## src/rtl/bin_to_bcd_seq.sv

```systemverilog
// Iterative shift-add-3 binary-to-BCD converter: one input bit per cycle.
// It produces packed BCD digits, an overflow flag and a leading-zero blank mask for the display.
module bin_to_bcd_seq #(
  parameter int WIDTH  = 16,
  parameter int DIGITS = 4
) (
  input  logic                  i_clk,
  input  logic                  i_rst,
  input  logic                  i_valid,
  input  logic [WIDTH-1:0]      i_data,
  output logic                  o_ready,
  output logic                  o_valid,
  output logic [DIGITS*4-1:0]   o_bcd,
  output logic                  o_overflow,
  output logic [DIGITS-1:0]     o_lz_mask,
  output logic                  o_dbg_state
);

  localparam int CW = $clog2(WIDTH + 1);
  localparam logic [CW-1:0] LAST = CW'(WIDTH - 1);
  localparam logic [DIGITS-1:0] LZ_RESET = {DIGITS{1'b1}} << 1;

  localparam logic [0:0] ST_IDLE  = 1'b0;
  localparam logic [0:0] ST_SHIFT = 1'b1;

  logic [0:0]          state;
  logic [WIDTH-1:0]    bin_r;
  logic [DIGITS*4-1:0] bcd_r;
  logic                carry_r;
  logic [CW-1:0]       cnt;

  logic [DIGITS*4-1:0] adj_bcd;
  logic [DIGITS*4-1:0] shift_bcd;
  logic                shift_carry;
  logic [DIGITS-1:0]   lz_next;
  logic [3:0]          digit;
  logic                all_zero;

  // Handshake: a transfer happens on a rising edge where i_valid && o_ready.
  // o_valid is a single-cycle pulse with no back-pressure; results are held until the next one.
  assign o_ready     = (state == ST_IDLE) && !i_rst;
  assign o_dbg_state = state[0];

  always_comb begin
    adj_bcd  = '0;
    digit    = '0;
    lz_next  = '0;
    all_zero = 1'b1;
    for (int i = 0; i < DIGITS; i++) begin
      digit = bcd_r[4*i +: 4];
      adj_bcd[4*i +: 4] = (digit >= 4'd5) ? digit + 4'd3 : digit;
    end
    shift_bcd   = {adj_bcd[DIGITS*4-2:0], bin_r[WIDTH-1]};
    shift_carry = adj_bcd[DIGITS*4-1];
    // Digit i is blank only if it and every digit above it are zero; the units digit always shows.
    for (int i = DIGITS - 1; i >= 1; i--) begin
      all_zero   = all_zero && (shift_bcd[4*i +: 4] == 4'd0);
      lz_next[i] = all_zero;
    end
  end

  always_ff @(posedge i_clk) begin
    if (i_rst) begin
      state      <= ST_IDLE;
      bin_r      <= '0;
      bcd_r      <= '0;
      carry_r    <= 1'b0;
      cnt        <= '0;
      o_valid    <= 1'b0;
      o_bcd      <= '0;
      o_overflow <= 1'b0;
      o_lz_mask  <= LZ_RESET;
    end else begin
      o_valid <= 1'b0;
      case (state)
        ST_IDLE: begin
          if (i_valid) begin
            bin_r   <= i_data;
            bcd_r   <= '0;
            carry_r <= 1'b0;
            cnt     <= '0;
            state   <= ST_SHIFT;
          end
        end
        ST_SHIFT: begin
          bin_r   <= bin_r << 1;
          bcd_r   <= shift_bcd;
          carry_r <= carry_r | shift_carry;
          cnt     <= cnt + CW'(1);
          if (cnt == LAST) begin
            o_bcd      <= shift_bcd;
            o_overflow <= carry_r | shift_carry;
            o_lz_mask  <= lz_next;
            o_valid    <= 1'b1;
            state      <= ST_IDLE;
          end
        end
        default: state <= ST_IDLE;
      endcase
    end
  end

endmodule
```

## config.mk

```make
export PLATFORM = sky130hd
export DESIGN_NAME = bin_to_bcd_seq
export DESIGN_NICKNAME = d
export VERILOG_FILES = /design/src/rtl/bin_to_bcd_seq.sv
export SDC_FILE = /design/constraint.sdc
export NUM_CORES = 1
export LEC_CHECK = 0
export CAP_MARGIN = 20
export CORE_ASPECT_RATIO = 0.6
export CORE_MARGIN = 5
export CORE_UTILIZATION = 58
export CTS_CLUSTER_SIZE = 28
export DETAILED_ROUTE_END_ITERATION = 8
export PLACE_DENSITY = 0.85
export SLEW_MARGIN = 20
export SYNTH_ARGS = -nofsm -noshare
export SYNTH_HDL_FRONTEND = slang
export SYNTH_SLANG_ARGS = --single-unit
```

## constraint.sdc

```tcl
create_clock -name i_clk -period 3 [get_ports i_clk]
set_input_delay 0.6 -clock i_clk [delete_from_list [all_inputs] [get_ports i_clk]]
set_output_delay 0.6 -clock i_clk [all_outputs]
set_load 0.01 [all_outputs]
```

; ---- Yosys cells after proc, flatten, opt, wreduce, memory -nomap -nowiden
; Index checks and enable logic that the tools add are counted.
[totals]
reg_bits = 60
inputBits = 19
output_inout_bits = 24
wordCells = 47
[classes]
n_addsub = 5
order_cmp = 4
eq_ne = 2
mux = 16
n_bitwise = 2
n_reduce_logical = 9
[op_table]
columns = cell, n
row1 = $pmux W16 S2, 2
row2 = $mux W16, 2
row3 = $add A4 B2 Y4 const B, 4
row4 = $ge A4 B3 Y1 const B, 4
row5 = $mux W4, 4
row6 = $logic_not A4 Y1, 3
row7 = $pmux W5 S2, 1
row8 = $add A5 B1 Y5 const B, 1
row9 = $eq A5 B4 Y1 const B, 1
row10 = $mux W5, 1
row11 = $mux W1, 4
row12 = $pmux W1 S2, 2
row13 = $logic_and A1 B1 Y1, 3
row14 = $ne A2 B2 Y1 const B, 1
row15 = $reduce_and A2 Y1, 1
row16 = $reduce_or A2 Y1, 1
row17 = $logic_not A1 Y1, 1
row18 = $not A1 Y1, 1
row19 = $or A1 B1 Y1, 1

; ---- Depth between registers and ports, before layout
; Gate-level depths: netlist of run 1.
[logic_depth]
depth_word = 5
mapped_depth = 8
ltp_nobuf = 8

; ---- Worst setup path before layout of run 1
; OpenSTA, ideal clock, no wires.
[synth_timing]
path_kind = register to register
from = register cnt[0]
to = register o_lz_mask[1]
setup_ps = 59
arrival_ps = 1786
t_required_ps = 2941
setup_slack_ps = 1154
path_stages_with_launch = 9
path_buffers = 0
period_less_slack_ps = 1846
path_cell_list = dfxtp_1 ha_1 and3_1 ha_1 nand2_1 a211oi_1 nand3_1 nor4_4 a221o_1
[synth_between]
elab_chain_len = 2
[synth_lines]
columns = item, line_no
row1 = start: declaration, 30  ; logic [CW-1:0] cnt;
row2 = start signal: assignment, 89  ; cnt <= cnt + CW'(1);
row3 = $eq A5 B4 Y1, 90  ; if (cnt == LAST) begin
row4 = $reduce_and A2 Y1 (no line), n/a
row5 = end signal: assignment, 93  ; o_lz_mask <= lz_next;
row6 = end: declaration, 15  ; output logic [DIGITS-1:0] o_lz_mask,
; Every way passes these cells.
; A chain may end at the register's enable or synchronous reset.

; ---- Worst setup path after layout of run 1
[layout_timing]
from = register state, in the netlist o_dbg_state
to = output port o_ready
[layout_between]
elab_chain_len = 2
[layout_lines]
columns = item, line_no
row1 = start: declaration, 26  ; logic [0:0] state;
row2 = start signal: assignment, 64  ; state <= ST_IDLE;
row3 = start signal: assignment, 82  ; state <= ST_SHIFT;
row4 = start signal: assignment, 95  ; state <= ST_IDLE;
row5 = $not A1 Y1 (no line), n/a
row6 = $logic_and A1 B1 Y1, 41  ; assign o_ready = (state == ST_IDLE) && !i_rst;
row7 = end: declaration, 11  ; output logic o_ready,
; Every way passes these cells.

==> impl_metrics.csv, run 1 <==
group,metric,value,unit
global_routing,grt_usage,20.3,%
clock_network,clockBufferDepth,2,
clock_network,insertion_delay,0.34,ns
hold_path,hold_depth,2,
setup_path,critical_path_class,"reg -> out",
drt,firstDrtPassIters,4,
setup_path,r2r_cells,8,
logic_synthesis,synth_area,2820,µm²
sta,setup_tns,0,ns
sta,hold_violations,0,
power,p_total,1.61,mW
logic_synthesis,syn_area_per_cell,8.19,µm²
die,placementRows,19,
drt,drt-total-wl,6020,µm
logic_synthesis,synth_seq_cells,60,
run_status,status,"complete, no violations",
power,peakVddDrop,0.393,mV
sta,finalCritPeriodShare,76.6,%
clock_network,cts-root-buf,"clkbuf_8",
logic_synthesis,synth_cell_types,40,
drt,vias,2440,
drt,drcViolationCount,0,
place,hpwl,4090,µm
logic_synthesis,synthFlopType,"dfxtp_1",
logic_synthesis,synth_nets,373,
clock_network,cts_resized,0,
die,dieArea,6390,µm²
sta,worst_pin_slew,0.599,ns
hold_path,hold_path.class,"reg -> reg",
sta,rsz0062_at_grt,"false",
power,leakagePower,1.30,nW
die,io_pins,43,
drt,postRouteAntennaNets,0,
global_routing,gr-total-overflow,0,
place,io_buffers,41,
die,dieWidth,100,µm
die,initial_core_util,60.8,%
sta,slew_viol_final,0,
die,core,4640,µm²
global_routing,grt_max_degree,61,
clock_network,post_cts_buffers,0,
drt,wl_per_cell,13.5,µm
clock_network,cts_tree,"done",
place,gp_congestion,0.803,
setup_path,reg2reg_to,"o_lz_mask[1]$_SDFFE_PP1P_",
hold_path,holdPathEnd,"o_bcd[7]$_SDFFE_PP0P_",
logic_synthesis,synthArstFlopShare,0,%
clock_network,numCtsBuffers,9,
setup_path,worstPathArrival,1.70,ns
cells_and_area,fill_cells,383,
sta,setup_viol,0,
logic_synthesis,syn_inst,344,
power,power.density,468,nW/µm²
clock_network,h-tree-depth,3,
flow_run,max_cap_violations,0,
setup_path,path_max_fanout,35,
drt,dr.first_iter.drc_count,154,
drt,vias_per_cell,5.47,
setup_path,endpoint_kind,"primary output",
setup_path,critPathLaunchType,"flop",
logic_synthesis,yosysTopAreaCellShare,42.6,%
setup_path,r2r_slack,0.81,ns
cells_and_area,antenna_cells,0,
clock_network,clk_pin_slew,0.07,ns
global_routing,antenna_found_initial,0,
sta,skew,0.00684,ns
logic_synthesis,synth_top_cells_by_area,"dfxtp_1, a21oi_1, nor2_1",
logic_synthesis,ys_warn_count,0,
sta,maxSlewHeadroom,60.1,%
setup_path,crit_start,"o_dbg_state$_SDFF_PP0_",
die,die_h,64.0,µm
global_routing,grt_pass1_vias,2299,
global_routing,grt_pass1_wl,10400,µm
clock_network,postCtsHoldBufs,0,
logic_synthesis,synth_edf_count,0,
setup_path,r2r-start,"cnt[0]$_SDFFE_PP0P_",
sta,layout_min_cycle_time,2.30,ns
cells_and_area,layout_commonest_cell,"nor2_1",
cells_and_area,syn2layout_area_growth,22.0,%
cells_and_area,mostFrequentLayoutCells,"nor2_1, dfxtp_1, a21oi_1",
logic_synthesis,yosysTopAreaCell,"dfxtp_1",
cells_and_area,drive_gt1_share,7.57,%
logic_synthesis,ys_seq_area_share,42.6,%
setup_path,cp.required,2.40,ns
hold_path,hold_start,"o_bcd[7]$_SDFFE_PP0P_",
sta,fmax,435,MHz
cells_and_area,final_nets,407,
clock_network,clock-sinks,60,
cell type report:
type | instances | area, µm² | share of cell area [%]
Multi-Input combinational cell | 250 | 1480 | 43.1
Sequential cell | 60 | 1200 | 35.0
Timing Repair Buffer | 47 | 450 | 13.1
Clock buffer | 12 | 165 | 4.81
Tap cell | 63 | 78.8 | 2.29
Inverter | 10 | 37.5 | 1.09
Clock inverter | 4 | 22.5 | 0.655
state kept, by name, indices dropped and copies added (netlist names):
name,cells
o_lz_mask,3
carry_r,1
o_bcd,16
o_valid,1
o_overflow,1
o_dbg_state,1
cnt,5
bcd_r,16
bin_r,16
worst max path at each step:
stage	end	slack (ns)	cells past startpoint
final	o_ready	0.70	2
after global routing	o_ready	0.59	2
after CTS	o_ready	0.67	2
after detailed placement	bin_r[13]$_SDFFE_PP0P_	0.82	6
after global placement	bin_r[13]$_SDFFE_PP0P_	0.87	6
after floorplan	o_lz_mask[1]$_SDFFE_PP1P_	1.15	8
cells in the mapped netlist, drive strengths merged (6+ instances only):
master  count
nand2      30
o21ai       9
nor2       60
a21oi      47
ha         10
nand2b      6
dfxtp      60
clkbuf     19
inv        10
nor3b      12
nor3       14
mux2i      21
metrics by stage:
step / util, % / hold WS, ns / std cells / cell area, µm² / worst slack, ns
floorplan: - / 0.445 / 344 / 2820 / 1.15
global placement: 70.1 / 0.442 / 430 / 3250 / 0.866
detailed placement: 70.1 / 0.447 / 430 / 3250 / 0.817
CTS: 74.1 / 0.457 / 446 / 3440 / 0.670
global route: 74.1 / 0.477 / 446 / 3440 / 0.591
finish: 74.1 / 0.455 / 446 / 3440 / 0.701
where the power goes:
| group | internal, mW | switching [mW] | total, mW |
|---|---|---|---|
| Sequential | 0.813 | 0.0176 | 0.830 |
| Combinational | 0.0540 | 0.0581 | 0.112 |
| Clock | 0.363 | 0.305 | 0.668 |
kinds of logic after synthesis:
logic type	Yosys count	synth area share, %
xor gates and xnor gates	5	1.55
and+or+nand+nor	136	22.6
buffers and inverters	34	4.80
muxes	22	7.86
AOI/OAI and AO/OA	76	15.9
other	1	0.133
DFF	60	42.6
adders and majority gates	10	4.44
layer usage:
layer | part of all wire [%] | up-vias | global-route usage (%) | wire [µm]
met2 | 49 | 56 | 33.8 | 2970
met3 | 5.3 | 4 | 8.48 | 319
met1 | 45 | 1130 | 24.7 | 2710
met4 | 0.35 | 0 | 4.43 | 21
met5 | 0 | - | 0 | 0
li1 | - | 1250 | - | -
critical path, stage by stage, from the launching register on:
cell,delay (ns)
dfxtp_2,0.71
nor2_1,0.11
clkdlybuf4s50_1,0.54
Note: power is estimated with default switching activity, not from simulation.
==> inputs of run 2 (changes only) <==
CORE_UTILIZATION = 48   (was 58)
PLACE_DENSITY = 0.75   (was 0.85)
clock period = 2 ns   (was 3 ns; I/O delays follow)
==> run 2 against run 1 <==
Compared with the run above:
- clock power is 57% higher
- critical path type unchanged
- critical path depth stayed put
- cell count is 5.2% higher
- first-iteration DRC count is 23% lower
- routed wire length is 0.42% lower
- sequential power is 49% higher
- critical endpoint unchanged
==> impl_metrics.csv, run 2 (synthesis gave the netlist of run 1 again) <==
group,metric,value,unit
setup_path,max_stage_delay,0.61,ns
global_routing,grt_pass1_vias,2214,
cells_and_area,drive_gt1_share,9.77,%
sta,worst_pin_slew,0.615,ns
die,io_pins,43,
setup_path,cp-endpoint,"o_ready",
setup_path,crit_chain,"nor2_1 > clkdlybuf4s50_1",
hold_path,hold_start,"o_bcd[14]$_SDFFE_PP0P_",
setup_path,critical-path-top-delay-family,"buffers and inverters",
clock_network,cts-root-buf,"clkbuf_8",
setup_path,crit_cells,2,
cells_and_area,mostFrequentLayoutCells,"nor2_1, dfxtp_1, a21oi_1",
cells_and_area,reg_top3,"bcd_r (16), bin_r (16), o_bcd (16)",
sta,hold-worst-slack,0.452,ns
sta,finalCritPeriodShare,96.9,%
place,place_inst,453,
die,die_h,69.3,µm
sta,setup_tns,0,ns
cells_and_area,syn2layout_area_growth,25.5,%
global_routing,gr-total-overflow,0,
cells_and_area,layout.cells.non_filler,469,
power,power.density,699,nW/µm²
cells_and_area,final_nets,413,
place,hpwl,4120,µm
drt,vias_per_cell,5.05,
sta,maxSlewHeadroom,59.0,%
die,placementRows,21,
flow_run,max_cap_violations,0,
sta,fmax,516,MHz
place,gp_congestion,0.812,
sta,hold_violations,0,
drt,dr.first_iter.drc_count,118,
setup_path,r2r-start,"bcd_r[12]$_SDFFE_PP0P_",
setup_path,crit_buf_inv,1,
clock_network,cts_tree,"done",
die,dieArea,7550,µm²
cells_and_area,seq_area,1200,µm²
global_routing,grt_usage,17.0,%
place,io_buffers,41,
clock_network,insertion_delay,0.33,ns
setup_path,r2r_slack,0.11,ns
sta,setup_viol,0,
cells_and_area,multi_input_area,1500,µm²
setup_path,endpoint_kind,"primary output",
setup_path,critPathLaunchType,"flop",
global_routing,grt_pass1_wl,10400,µm
setup_path,reg2reg_to,"o_lz_mask[1]$_SDFFE_PP1P_",
drt,wl_per_cell,12.8,µm
clock_network,clk_pin_slew,0.06,ns
clock_network,numCtsBuffers,9,
cells_and_area,layout_commonest_cell,"nor2_1",
die,core,5620,µm²
setup_path,cp.required,1.60,ns
setup_path,worstPathArrival,1.54,ns
clock_network,clock-sinks,60,
setup_path,crit_start,"o_dbg_state$_SDFF_PP0_",
clock_network,clockBufferDepth,2,
setup_path,critical_path_class,"reg -> out",
drt,drt-total-wl,6000,µm
sta,rsz0062_at_grt,"false",
drt,vias,2370,
hold_path,hold_path.class,"reg -> reg",
drt,postRouteAntennaNets,0,
die,dieWidth,109,µm
sta,skew,0.00433,ns
drt,firstDrtPassIters,4,
run_status,status,"complete, no violations",
setup_path,r2r_cells,6,
drt,drcViolationCount,0,
global_routing,grt_max_degree,61,
cells_and_area,final_core_util,62.9,%
sta,layout_min_cycle_time,1.94,ns
setup_path,cp_slowest_cell,"clkdlybuf4s50_1",
setup_path,path_max_fanout,14,
global_routing,antenna_found_initial,0,
cells_and_area,antenna_cells,0,
cells_and_area,fill_cells,487,
sta,slew_viol_final,0,
die,initial_core_util,50.1,%
power,peakVddDrop,0.408,mV
power,leakagePower,1.34,nW
clock_network,h-tree-depth,3,
[run 2: cell types whose count changed in the layout (fill, tap and decap cells not counted), sizes merged]
cell,delta
buf,+6
clkinv,-3
clkbuf,+4
clkinvlp,-1
[run 2: where the power goes]
| part | switching, mW | total, mW | internal, mW |
|---|---|---|---|
| sequential | 0.0180 | 1.24 | 1.22 |
| clock | 0.431 | 1.05 | 0.621 |
| combinational | 0.0980 | 0.182 | 0.0844 |
[run 2: layout make-up]
| cell class | count | area share, % |
|---|---|---|
| Multi-Input combinational cell | 250 | 42.4 |
| Sequential cell | 60 | 34.0 |
| Timing Repair Buffer | 53 | 14.0 |
| Clock buffer | 16 | 5.66 |
| Tap cell | 80 | 2.83 |
| Inverter | 10 | 1.06 |
[run 2: how the worst min path moves through the flow]
stage                     depth (start not counted)                      to  slack, ns
after global routing                              2   o_bcd[6]$_SDFFE_PP0P_       0.47
after floorplan                                   2   o_bcd[0]$_SDFFE_PP0P_       0.44
final                                             2  o_bcd[14]$_SDFFE_PP0P_       0.45
after CTS                                         2   o_bcd[7]$_SDFFE_PP0P_       0.46
after detailed placement                          2   o_bcd[7]$_SDFFE_PP0P_       0.45
after global placement                            2  o_bcd[14]$_SDFFE_PP0P_       0.44
[run 2: per-layer routing]
| layer | GRT usage, % | vias to the layer above | routed length [µm] |
|---|---|---|---|
| li1 | - | 1254 | - |
| met1 | 24.7 | 1060 | 3070 |
| met2 | 24.1 | 48 | 2530 |
| met3 | 6.51 | 8 | 355 |
| met4 | 2.94 | 0 | 41 |
| met5 | 0 | - | 0 |
[run 2: timing repair]
action                                  CTS  global route
hold buffers                              0             0
setup buffers                             0             0
hold endpoints to repair                  0             0
resized for setup                         0             6
endpoints found under the setup margin    0             3
[run 2: worst min-delay path: cells and delay by family (launching register included)]
kind             cells  cell delay, ns
flip-flops           1            0.31
AND/OR/NAND/NOR      1            0.05
AO/OA/AOI/OAI        1            0.05
[run 2: metrics by stage]
stage | total power [mW] | setup slack [ns] | cell area, µm²
2_1_floorplan | 1.38 | 0.154 | 2820
3_3_place_gp | 1.44 | 0.131 | 3320
3_5_place_dp | 1.45 | 0.0818 | 3320
4_1_cts | 2.50 | 0.0591 | 3520
5_1_grt | 2.58 | 0.00892 | 3540
6_report | 2.47 | 0.0611 | 3540
==> inputs of run 3 (changes only) <==
CORE_UTILIZATION = 30   (was 48)
PLACE_DENSITY = default   (was 0.75)
==> run 3 against run 2 <==
Compared with the run above:
- critical path depth unchanged
- first-iteration DRC count increased by 2.5%
- sequential share of layout area down 1.3 points
- sequential power is essentially flat
- setup slack better by 0.047 ns
- via count is 1.8% higher
- maximum frequency is 2.5% higher
- clock skew fell by 0.0010 ns
- hold slack got worse by 0.00074 ns
- routed wire length grew 4.9%
- largest power group is now clock
==> impl_metrics.csv, run 3 (synthesis gave the netlist of run 1 again) <==
group,metric,value,unit
die,initial_core_util,30.8,%
flow_run,max_cap_violations,0,
sta,setup_viol,0,
global_routing,grt_usage,11.6,%
sta,layout_min_cycle_time,1.89,ns
cells_and_area,reg_top3,"bcd_r (16), bin_r (16), o_bcd (16)",
sta,rsz0062_at_grt,"false",
cells_and_area,drive_gt1_share,9.25,%
sta,skew,0.00331,ns
clock_network,cts_tree,"done",
power,power.density,746,nW/µm²
power,peakVddDrop,0.415,mV
drt,postRouteAntennaNets,0,
global_routing,antenna_found_initial,0,
place,io_buffers,41,
sta,slew_viol_final,0,
setup_path,endpoint_kind,"primary output",
drt,wl_per_cell,12.1,µm
drt,dr.first_iter.drc_count,121,
cells_and_area,postLayoutCellArea,3680,µm²
run_status,status,"complete, no violations",
sta,maxSlewHeadroom,57.9,%
clock_network,cts_resized,0,
clock_network,clock-sinks,60,
place,placed_area,3400,µm²
drt,vias,2412,
clock_network,post_cts_buffers,0,
global_routing,grt_pass1_wl,10800,µm
cells_and_area,final_nets,414,
setup_path,critical_path_class,"reg -> out",
die,placementRows,27,
clock_network,cts-root-buf,"clkbuf_16",
clock_network,postCtsHoldBufs,0,
sta,fmax,528,MHz
power,leakagePower,1.38,nW
setup_path,worstPathArrival,1.49,ns
clock_network,h-tree-depth,3,
place,hpwl,4370,µm
global_routing,grt_max_degree,61,
sta,worst_pin_slew,0.632,ns
clock_network,numCtsBuffers,9,
power,p_total,2.74,mW
setup_path,path_max_fanout,17,
cells_and_area,mostFrequentLayoutCells,"nor2_1, dfxtp_1, a21oi_1",
die,die_h,85.1,µm
global_routing,grt_pass1_vias,2256,
clock_network,clk_pin_slew,0.05,ns
cells_and_area,layout_commonest_cell,"nor2_1",
die,core,9160,µm²
die,dieWidth,135,µm
die,io_pins,43,
cells_and_area,syn2layout_area_growth,30.6,%
setup_path,cp.required,1.60,ns
drt,firstDrtPassIters,4,
place,gp_congestion,0.788,
cells_and_area,antenna_cells,0,
clock_network,insertion_delay,0.32,ns
clock_network,clockBufferDepth,2,
hold_path,hold_path.class,"reg -> reg",
setup_path,critPathLaunchType,"flop",
die,dieArea,11500,µm²
global_routing,gr-total-overflow,0,
sta,hold-worst-slack,0.452,ns
sta,setup_tns,0,ns
sta,hold_violations,0,
drt,drcViolationCount,0,
drt,vias_per_cell,4.65,
drt,drt-total-wl,6290,µm
sta,finalCritPeriodShare,94.6,%
## run 3: worst max-delay path: stages (launching register included)
cell and delay (ns):
dfxtp_2 0.36, buf_4 0.23, clkdlybuf4s50_1 0.57
## run 3: layout make-up
type	instances	area (µm²)
Fill cell	946	5480
Multi-Input combinational cell	250	1510
Sequential cell	60	1200
Timing Repair Buffer	54	515
Clock buffer	12	236
Tap cell	130	163
Inverter	10	37.5
Clock inverter	3	15.0
## run 3: per-stage QoR
step | utilization (%) | setup WS [ns] | std cells
6_report | 40.2 | 0.108 | 519
5_1_grt | 40.2 | 0.00682 | 519
4_1_cts | 39.9 | 0.0574 | 519
3_5_place_dp | 37.1 | 0.0839 | 504
3_3_place_gp | 37.1 | 0.142 | 504
2_1_floorplan | - | 0.154 | 344
## run 3: where the power goes
group          leakage, nW  internal (mW)  switching (mW)  total, mW
Clock                0.126          0.823           0.494       1.32
Sequential           0.486           1.22          0.0148       1.24
Combinational        0.764         0.0871           0.101      0.188
## run 3: metal layers
layer / GRT usage (%) / up-vias / routed length [µm]
li1: - / 1257 / -
met1: 15.3 / 1112 / 3260
met2: 17.6 / 38 / 2670
met3: 5.04 / 5 / 326
met4: 3.02 / 0 / 31
met5: 0 / - / 0
## run 3: final timing paths
path	cells after the start	slack [ns]	from	endpoint
worst max register to register	7	0.12	bcd_r[9]$_SDFFE_PP0P_	o_lz_mask[1]$_SDFFE_PP1P_
worst max-delay path	2	0.11	o_dbg_state$_SDFF_PP0_	o_dbg_state
worst min-delay path	2	0.45	o_bcd[14]$_SDFFE_PP0P_	o_bcd[14]$_SDFFE_PP0P_
worst min register to register	2	0.45	o_bcd[14]$_SDFFE_PP0P_	o_bcd[14]$_SDFFE_PP0P_
